[src/rtl/wallace_mult_pipe.sv]
// -----------------------------------------------------------------------------
// wallace_mult_pipe
//   Pipelined WIDTH x WIDTH Wallace-tree multiplier with a valid/ready handshake
//   on both sides. Operands may be unsigned or two's-complement (Baugh-Wooley).
//
//   Stage 1 : operand registers (a_q, b_q)
//   Stage 2 : partial-product matrix + carry-save reduction -> (s_q, c_q)
//   Stage 3 : carry-propagate add -> P
//
//   All three stages advance together on adv = !out_valid | out_ready, so a
//   stalled consumer freezes the whole pipe and bubbles are never squeezed out.
//
// Ports
//   clk        system clock, rising edge
//   rst        asynchronous reset, active high
//   in_valid   A/B valid this cycle
//   in_ready   operands accepted this cycle (equals adv)
//   A, B       multiplicand / multiplier, WIDTH bits
//   out_valid  P holds a product
//   out_ready  consumer takes P this cycle
//   P          product, 2*WIDTH bits, unsigned or two's-complement per SIGNED
// -----------------------------------------------------------------------------
module wallace_mult_pipe #(
    parameter int WIDTH  = 8,
    parameter int SIGNED = 0
) (
    input  logic               clk,
    input  logic               rst,
    input  logic               in_valid,
    output logic               in_ready,
    input  logic [WIDTH-1:0]   A,
    input  logic [WIDTH-1:0]   B,
    output logic               out_valid,
    input  logic               out_ready,
    output logic [2*WIDTH-1:0] P
);

    localparam int PW    = 2 * WIDTH;
    // Signed mode carries one extra row holding the Baugh-Wooley constants.
    localparam int NROWS = (SIGNED != 0) ? WIDTH + 1 : WIDTH;

    // Row count after one 3:2 layer: every full group of three becomes two,
    // leftovers pass straight through.
    function automatic int rows_after(input int n);
        return (n / 3) * 2 + (n % 3);
    endfunction

    function automatic int rows_at(input int layer);
        int n;
        n = NROWS;
        for (int l = 0; l < layer; l++) n = rows_after(n);
        return n;
    endfunction

    function automatic int num_layers(input int rows);
        int n;
        int l;
        n = rows;
        l = 0;
        while (n > 2) begin
            n = rows_after(n);
            l++;
        end
        return l;
    endfunction

    localparam int NLAYERS = num_layers(NROWS);

    // Baugh-Wooley: a partial-product bit is complemented when exactly one of
    // its two operand bits is the sign bit.
    function automatic logic bw_inv(input int i, input int j);
        return (SIGNED != 0) && ((i == WIDTH - 1) != (j == WIDTH - 1));
    endfunction

    // -------------------------------------------------------------------------
    // Handshake / valid pipeline
    // -------------------------------------------------------------------------
    logic       adv;
    logic [2:0] vld_q;   // [0] stage 1, [1] stage 2, [2] stage 3

    assign out_valid = vld_q[2];
    assign adv       = !vld_q[2] || out_ready;
    assign in_ready  = adv;

    // -------------------------------------------------------------------------
    // Stage 1 registers and partial-product formation
    // -------------------------------------------------------------------------
    logic [WIDTH-1:0] a_q, b_q;
    logic [PW-1:0]    pp   [WIDTH];
    logic [PW-1:0]    mat0 [NROWS];

    always_comb begin
        for (int i = 0; i < WIDTH; i++) begin
            pp[i] = '0;
            for (int j = 0; j < WIDTH; j++) begin
                pp[i][i+j] = (a_q[j] & b_q[i]) ^ bw_inv(i, j);
            end
        end
    end

    generate
        for (genvar i = 0; i < WIDTH; i++) begin : g_row
            assign mat0[i] = pp[i];
        end
        if (SIGNED != 0) begin : g_bw_const
            // +1 at column WIDTH and at column 2*WIDTH-1
            assign mat0[WIDTH] = {1'b1, {(WIDTH-2){1'b0}}, 1'b1, {WIDTH{1'b0}}};
        end
    endgenerate

    // -------------------------------------------------------------------------
    // Wallace reduction: each layer runs column-wise full adders over groups
    // of three rows; carries move one column up and drop off the top.
    // -------------------------------------------------------------------------
    generate
        for (genvar l = 0; l < NLAYERS; l++) begin : g_layer
            localparam int NI = rows_at(l);
            localparam int NG = NI / 3;
            localparam int NO = rows_after(NI);

            logic [PW-1:0] rin  [NI];
            logic [PW-1:0] rout [NO];

            if (l == 0) begin : g_src
                assign rin = mat0;
            end else begin : g_src
                assign rin = g_layer[l-1].rout;
            end

            for (genvar g = 0; g < NG; g++) begin : g_fa
                logic [PW-1:0] x, y, z;
                logic [PW-2:0] maj;
                assign x = rin[3*g];
                assign y = rin[3*g+1];
                assign z = rin[3*g+2];
                assign maj = (x[PW-2:0] & y[PW-2:0]) | (x[PW-2:0] & z[PW-2:0])
                           | (y[PW-2:0] & z[PW-2:0]);
                assign rout[2*g]   = x ^ y ^ z;
                assign rout[2*g+1] = {maj, 1'b0};
            end

            for (genvar r = 0; r < NI % 3; r++) begin : g_pass
                assign rout[2*NG + r] = rin[3*NG + r];
            end
        end
    endgenerate

    logic [PW-1:0] s_d, c_d;
    assign s_d = g_layer[NLAYERS-1].rout[0];
    assign c_d = g_layer[NLAYERS-1].rout[1];

    // -------------------------------------------------------------------------
    // Stage 2 / 3 registers
    // -------------------------------------------------------------------------
    logic [PW-1:0] s_q, c_q, p_q, p_d;
    assign p_d = s_q + c_q;
    assign P   = p_q;

    always_ff @(posedge clk or posedge rst) begin
        if (rst) begin
            vld_q <= '0;
            a_q   <= '0;
            b_q   <= '0;
            s_q   <= '0;
            c_q   <= '0;
            p_q   <= '0;
        end else if (adv) begin
            vld_q <= {vld_q[1:0], in_valid};
            a_q   <= A;
            b_q   <= B;
            s_q   <= s_d;
            c_q   <= c_d;
            p_q   <= p_d;
        end
    end

endmodule
[config.mk]
export PLATFORM = sky130hd
export DESIGN_NAME = wallace_mult_pipe
export DESIGN_NICKNAME = d
export VERILOG_FILES = /design/src/rtl/wallace_mult_pipe.sv
export SDC_FILE = /design/constraint.sdc
export NUM_CORES = 1
export LEC_CHECK = 0
export ABC_AREA = 1
export CAP_MARGIN = 30
export CORE_UTILIZATION = 30
export CTS_BUF_LIST = sky130_fd_sc_hd__clkbuf_4 sky130_fd_sc_hd__clkbuf_8
export CTS_CLUSTER_DIAMETER = 200
export CTS_CLUSTER_SIZE = 25
export DETAILED_ROUTE_END_ITERATION = 8
export PLACE_DENSITY_LB_ADDON = 0.15
export RECOVER_POWER = 50
export SLEW_MARGIN = 20
export SYNTH_ARGS = -nofsm -noshare
export SYNTH_HDL_FRONTEND = slang
export SYNTH_SLANG_ARGS = --single-unit
export TNS_END_PERCENT = 1
[constraint.sdc]
create_clock -name clk -period 4.6 [get_ports clk]
set_input_delay 0.92 -clock clk [delete_from_list [all_inputs] [get_ports clk]]
set_output_delay 0.92 -clock clk [all_outputs]
set_load 0.05 [all_outputs]
==> flow_summary.toml, run 1 <==
[routing]
drt_first_pass_iters = 4
viasPerCell = 4.274
remaining_drc_errors = 0
drt_wl_total_um = 8988
ant_nets = 0
wl_per_cell_um = 12.13
initialDrtViolationCount = 129
vias = 3167

[timing]
setup_viol = 0
fin_skew_ns = 0.009594
fin_crit_ns = 3.018
worst_slew_pin_slew_ns = 1.288
final_max_slew_viol_count = 0
fin_crit_sh_pct = 65.61
tns_ns = 0
hold_ws_ns = 0.4559
rsz0062_at_grt = "false"
hold_viol = 0
fmaxAchievable_ghz = 0.3313
max_slew_margin_pct = 14.05

[critical_path]
cp_data_arrival_time_ns = 3.32
end_kind = "flop"
path_class = "flop to flop"
required_ns = 4.90
worstPathMaxFanout = 9
worstSetupStartpointType = "flop"

[global_routing]
antenna_found_initial = 0
grt_pass1_vias = 3147
track_usage_pct = 13.97
gr-total-overflow = 0
grt_max_degree = 62
grt_pass1_wl_um = 15500

[cells_and_area]
drive_above_1_share_pct = 4.991
diodes = 0
area_delta_synth_final_pct = 16.27
postLayoutCellArea_um2 = 4962
fin_nets = 640
fill_cells = 1453

[synthesis]
synth_cells = 533
avgSynthCellArea_um2 = 8.007
ys_top_cells_by_count = "nand2_1, inv_1, dfrtp_1"
syn_area_um2 = 4268
ys_seq_area_share_pct = 35.77
yosys-top-cells-area = "dfrtp_1, nand2_1, fa_1, ha_1, inv_1"
synth_top_area_cell = "dfrtp_1"
synth_edf_count = 0
synth_warnings = 0
synth_top_area_share_pct = 35.77
synthMostInstantiatedCell = "nand2_1"
synth_nets = 617
yosys_register_bits = 61
postSynth.asyncResetShare_pct = 100.0
synth_ff_type = "dfrtp_1"
yosysUniqueCellTypes = 22

[placed_design]
hpwl_um = 6668
port_buffers = 37
place_congestion = 0.7805
place_area_um2 = 4768

[worst_hold_path]
hp-class = "flop to flop"

[die]
core-area_um2 = 13880
fp-row-count = 43
initial_core_util_pct = 30.75
num_io_pins = 38
dieHeight_um = 121.3
die-area_um2 = 14710
die_x_um = 121.3

[power]
ir_worst_vdd_mv = 0.1600
p_leak_nw = 2.732
power_density_nw_per_um2 = 662.2

[cts]
cts_tree = "yes"
ctsLongestPathBuffers = 2
postCtsSetupRepairBufs = 0
cts_sinks = 61
root_buffer = "clkbuf_8"
clock_latency_ns = 0.36
ctsResizeCount = 0
ctsHoldBuffers = 0
clk_pin_slew_ns = 0.06
cts_buffers = 9
htreeDepth = 3

[status]
status = "finished, final reports clean"

[run]
drv_cap = 0
## metrics by stage
| step | instances | total power [mW] | setup WS [ns] | utilization [%] |
|---|---|---|---|---|
| after global placement | 725 | 2.842 | 1.621 | 34.35 |
| final | 741 | 3.286 | 1.582 | 35.75 |
| after floorplan | 533 | 2.356 | 1.666 | - |
| after CTS | 741 | 3.370 | 1.553 | 35.80 |
| after global routing | 741 | 3.688 | 1.432 | 35.75 |
| after detailed placement | 725 | 2.854 | 1.560 | 34.35 |
## cells in the final DEF, fill, tap and decap left out, types with 3 or more instances in the layout
| cell | instances |
|---|---|
| clkbuf_4 | 3 |
| nor2_1 | 9 |
| clkbuf_8 | 13 |
| clkdlybuf4s50_1 | 34 |
| buf_4 | 4 |
| ha_1 | 25 |
| o21ai_1 | 7 |
| nand3_1 | 15 |
| inv_1 | 77 |
| nand2_1 | 248 |
| fa_1 | 39 |
| dfrtp_1 | 61 |
| o21ai_0 | 7 |
## where the power goes
| part | switching (mW) | total, mW | leakage [nW] | internal (mW) |
|---|---|---|---|---|
| clock | 0.213 | 0.487 | 0.107 | 0.273 |
| combinational | 1.16 | 1.89 | 1.86 | 0.726 |
| sequential | 0.168 | 0.912 | 0.761 | 0.744 |
| total | 1.54 | 3.29 | 2.73 | 1.74 |
## layer usage
| layer | vias to the layer above | track usage (%) | routed length, um |
|---|---|---|---|
| met5 | - | 0 | 0 |
| met4 | 0 | 8.102 | 230 |
| met3 | 13 | 2.538 | 236 |
| met2 | 44 | 20.57 | 3960 |
| met1 | 1490 | 19.12 | 4561 |
| li1 | 1620 | - | - |
## worst max-delay path: stages, from the launching register on
cell and delay, ns:
dfrtp_1 0.53, nand2_1 0.14, fa_1 0.52, fa_1 0.52, fa_1 0.54, inv_1 0.05
fa_1 0.52, nand2_1 0.05, nand2_1 0.08
## state kept, by name (all words and copies together) (netlist names)
| register | flops |
|---|---|
| c_q | 11 |
| s_q | 15 |
| a_q | 8 |
| P | 16 |
| vld_q | 3 |
| b_q | 8 |
## cell type report
cell class / count / area [um^2] / area share, %
flip-flops and latches: 61 / 1526 / 30.76
clock buffers: 16 / 201.4 / 4.060
well taps: 180 / 225.2 / 4.539
repair buffers: 40 / 390.4 / 7.867
inverters: 79 / 296.5 / 5.976
multi-input cells: 365 / 2322 / 46.80
## kinds of logic after synthesis
| group | after synthesis | synth area share (%) |
|---|---|---|
| adder cells (fa/ha/maj) | 64 | 25.62 |
| AND/OR/NAND/NOR | 279 | 25.51 |
| XOR/XNOR | 3 | 0.6158 |
| buffers and inverters | 107 | 9.763 |
| flip-flops | 61 | 35.77 |
| AO/OA/AOI/OAI | 19 | 2.727 |
## path summary, 6_finish.rpt
kind | startpoint | cells past startpoint | slack [ns] | end
max in group asynchronous | rst | 3 | 2.20 | s_q[14]
min in group asynchronous | rst | 2 | 1.36 | P[9]
worst min-delay path | vld_q[1] | 2 | 0.46 | vld_q[2]
worst min register to register | vld_q[1] | 2 | 0.46 | vld_q[2]
worst max register to register | a_q[2] | 8 | 1.58 | s_q[7]
worst max-delay path | a_q[2] | 8 | 1.58 | s_q[7]
Note: power is estimated with default switching activity, not from simulation.
==> inputs of run 2 (changes only) <==
==> constraint.sdc (replaced) <==
create_clock -name clk -period 2.4 [get_ports clk]
set_input_delay 0.48 -clock clk [delete_from_list [all_inputs] [get_ports clk]]
set_output_delay 0.48 -clock clk [all_outputs]
set_load 0.05 [all_outputs]
==> flow_summary.toml, run 2 (synthesis results as in run 1) <==
[routing]
drt_first_pass_iters = 4
ant_nets = 0
initialDrtViolationCount = 176
wl_per_cell_um = 12.19
viasPerCell = 4.374
drt_wl_total_um = 9328
vias = 3346
remaining_drc_errors = 0

[critical_path]
end_kind = "flop"
r2r_cells = 8
crit_top_cell = "fa_1"
required_ns = 2.71
critPathCapture = "s_q[9]"
critPathMaxStageDelay_ns = 0.58
r2r_end = "s_q[9]"
r2r_setup_slack_ns = -0.36
worst_path_dominant_cell_family = "adder cells"
path_cells = "nand2_2 -> fa_2 -> fa_1 -> fa_1 -> inv_1 -> fa_1 -> nand2_1 -> nand2_1"
worstSetupStartpointType = "flop"
cp_slowest_cell = "fa_2"
cp-startpoint = "b_q[3]"
worstPathMaxFanout = 7
path_class = "flop to flop"
cp_data_arrival_time_ns = 3.07
path_depth = 8
cp_num_buf_inv = 1
reg2reg_from = "b_q[3]"

[die]
num_io_pins = 38
fp-row-count = 43
core-area_um2 = 13880
die-area_um2 = 14710
dieHeight_um = 121.3
die_x_um = 121.3
initial_core_util_pct = 30.75

[global_routing]
grt_pass1_vias = 3491
track_usage_pct = 14.45
grt_max_degree = 62
gr-total-overflow = 0
grt_pass1_wl_um = 16260
antenna_found_initial = 0

[cells_and_area]
stdcell_count = 765
postLayoutCellArea_um2 = 5226
final_common_cell = "nand2_1"
diodes = 0
largest_reg_flops = 16
area_delta_synth_final_pct = 22.46
fin_nets = 665
drive_above_1_share_pct = 14.53
final_cell_mix = "nand2_1, inv_1, dfrtp_1"

[worst_hold_path]
hp-class = "flop to flop"

[cts]
cts_sinks = 61
root_buffer = "clkbuf_8"
ctsHoldBuffers = 0
clk_pin_slew_ns = 0.07
cts_tree = "yes"
ctsLongestPathBuffers = 2
clock_latency_ns = 0.37
htreeDepth = 3
postCtsSetupRepairBufs = 0
cts_buffers = 9

[status]
violations = "capacitance limit, slew limit, setup timing"
status = "finished, violations left"

[power]
ir_worst_vdd_mv = 0.3190
power.switching_mw = 3.021
p_leak_nw = 2.835
power_density_nw_per_um2 = 1225
p_sw_share_pct = 47.17
p_int_mw = 3.383
clkPwrFrac_pct = 13.1
comb_power_share_pct = 59.8
seq_power_share_pct = 27.1
total_power_mw = 6.404

[timing]
setup_viol = 16
fmaxAchievable_ghz = 0.3617
worst_slew_pin_slew_ns = 1.614
final_max_slew_viol_count = 62
fin_crit_sh_pct = 115.2
hold_viol = 0
fin_crit_ns = 2.765
setup_ws_ns = -0.3649
fin_skew_ns = 0.009684
max_slew_margin_pct = -7.572
rsz0062_at_grt = "true"
hold_ws_ns = 0.4573

[placed_design]
place_area_um2 = 5019
dp.cells = 750
place_congestion = 0.8498
port_buffers = 37
hpwl_um = 6858

[run]
drv_cap = 1
## run 2: changes by cell type in the layout (fill, tap and decap cells not counted), moves of 3 or more
cell      change
buf_4        +18
dfrtp_1      -13
dfrtp_2      +13
fa_1          -8
fa_2          +8
nand2_1       -8
buf_6         +5
nand2_2       +5
inv_1         -4
clkbuf_8      -3
inv_2         +3
nand2_4       +3
## run 2: per-layer routing
layer  part of all wire [%]  GRT usage [%]  wire length (um)  vias up
met2                     49          23.68              4579       56
met1                     45          17.75              4216     1616
met4                    1.5          5.324               142        0
met3                    4.2          4.558               389        8
li1                       -              -                 -     1666
met5                      0              0                 0        -
## run 2: power by group through the flow
stage	sequential, mW	clock [mW]	combinational (mW)
global route	1.79	0.935	4.45
global placement	1.73	0	3.85
CTS	1.73	0.883	3.93
detailed placement	1.74	0	3.90
floorplan	2.05	0	2.56
finish	1.74	0.837	3.83
## run 2: area by class of cell
| type | count | area (um^2) |
|---|---|---|
| clock inverter | 4 | 25.02 |
| clock buffer | 11 | 145.1 |
| timing repair buffer | 65 | 606.8 |
| fill | 1510 | 8655 |
| sequential | 61 | 1543 |
| inverter | 79 | 296.5 |
| tap | 180 | 225.2 |
| multi-input combinational | 365 | 2385 |
## run 2: how the worst min path moves through the flow
stage,to,from,cells after the start,slack [ns]
after floorplan,vld_q[2],vld_q[1],2,0.42
after global placement,vld_q[2],vld_q[1],2,0.44
after detailed placement,vld_q[2],vld_q[1],2,0.44
after CTS,vld_q[2],vld_q[1],2,0.46
after global routing,vld_q[2],vld_q[1],2,0.48
final,vld_q[2],vld_q[1],2,0.46
## run 2: timing repair
action / CTS / global route
setup endpoints to repair: 17 / 18
pin swaps: 10 / 8
gates resized for setup: 11 / 17
## run 2: through the flow
stage | setup TNS, ns | util, % | worst slack (ns)
after floorplan | -2.624 | - | -0.2647
after global placement | -5.379 | 36.15 | -0.4399
after detailed placement | -5.817 | 36.15 | -0.4543
after CTS | -4.378 | 37.48 | -0.3567
after global routing | -6.551 | 37.65 | -0.4626
final | -3.717 | 37.65 | -0.3649
## run 2: tightest hold or removal path, cell delays in order, from the launching register on
cell and delay, ns:
dfrtp_1 0.32, inv_1 0.05, nand2_1 0.06
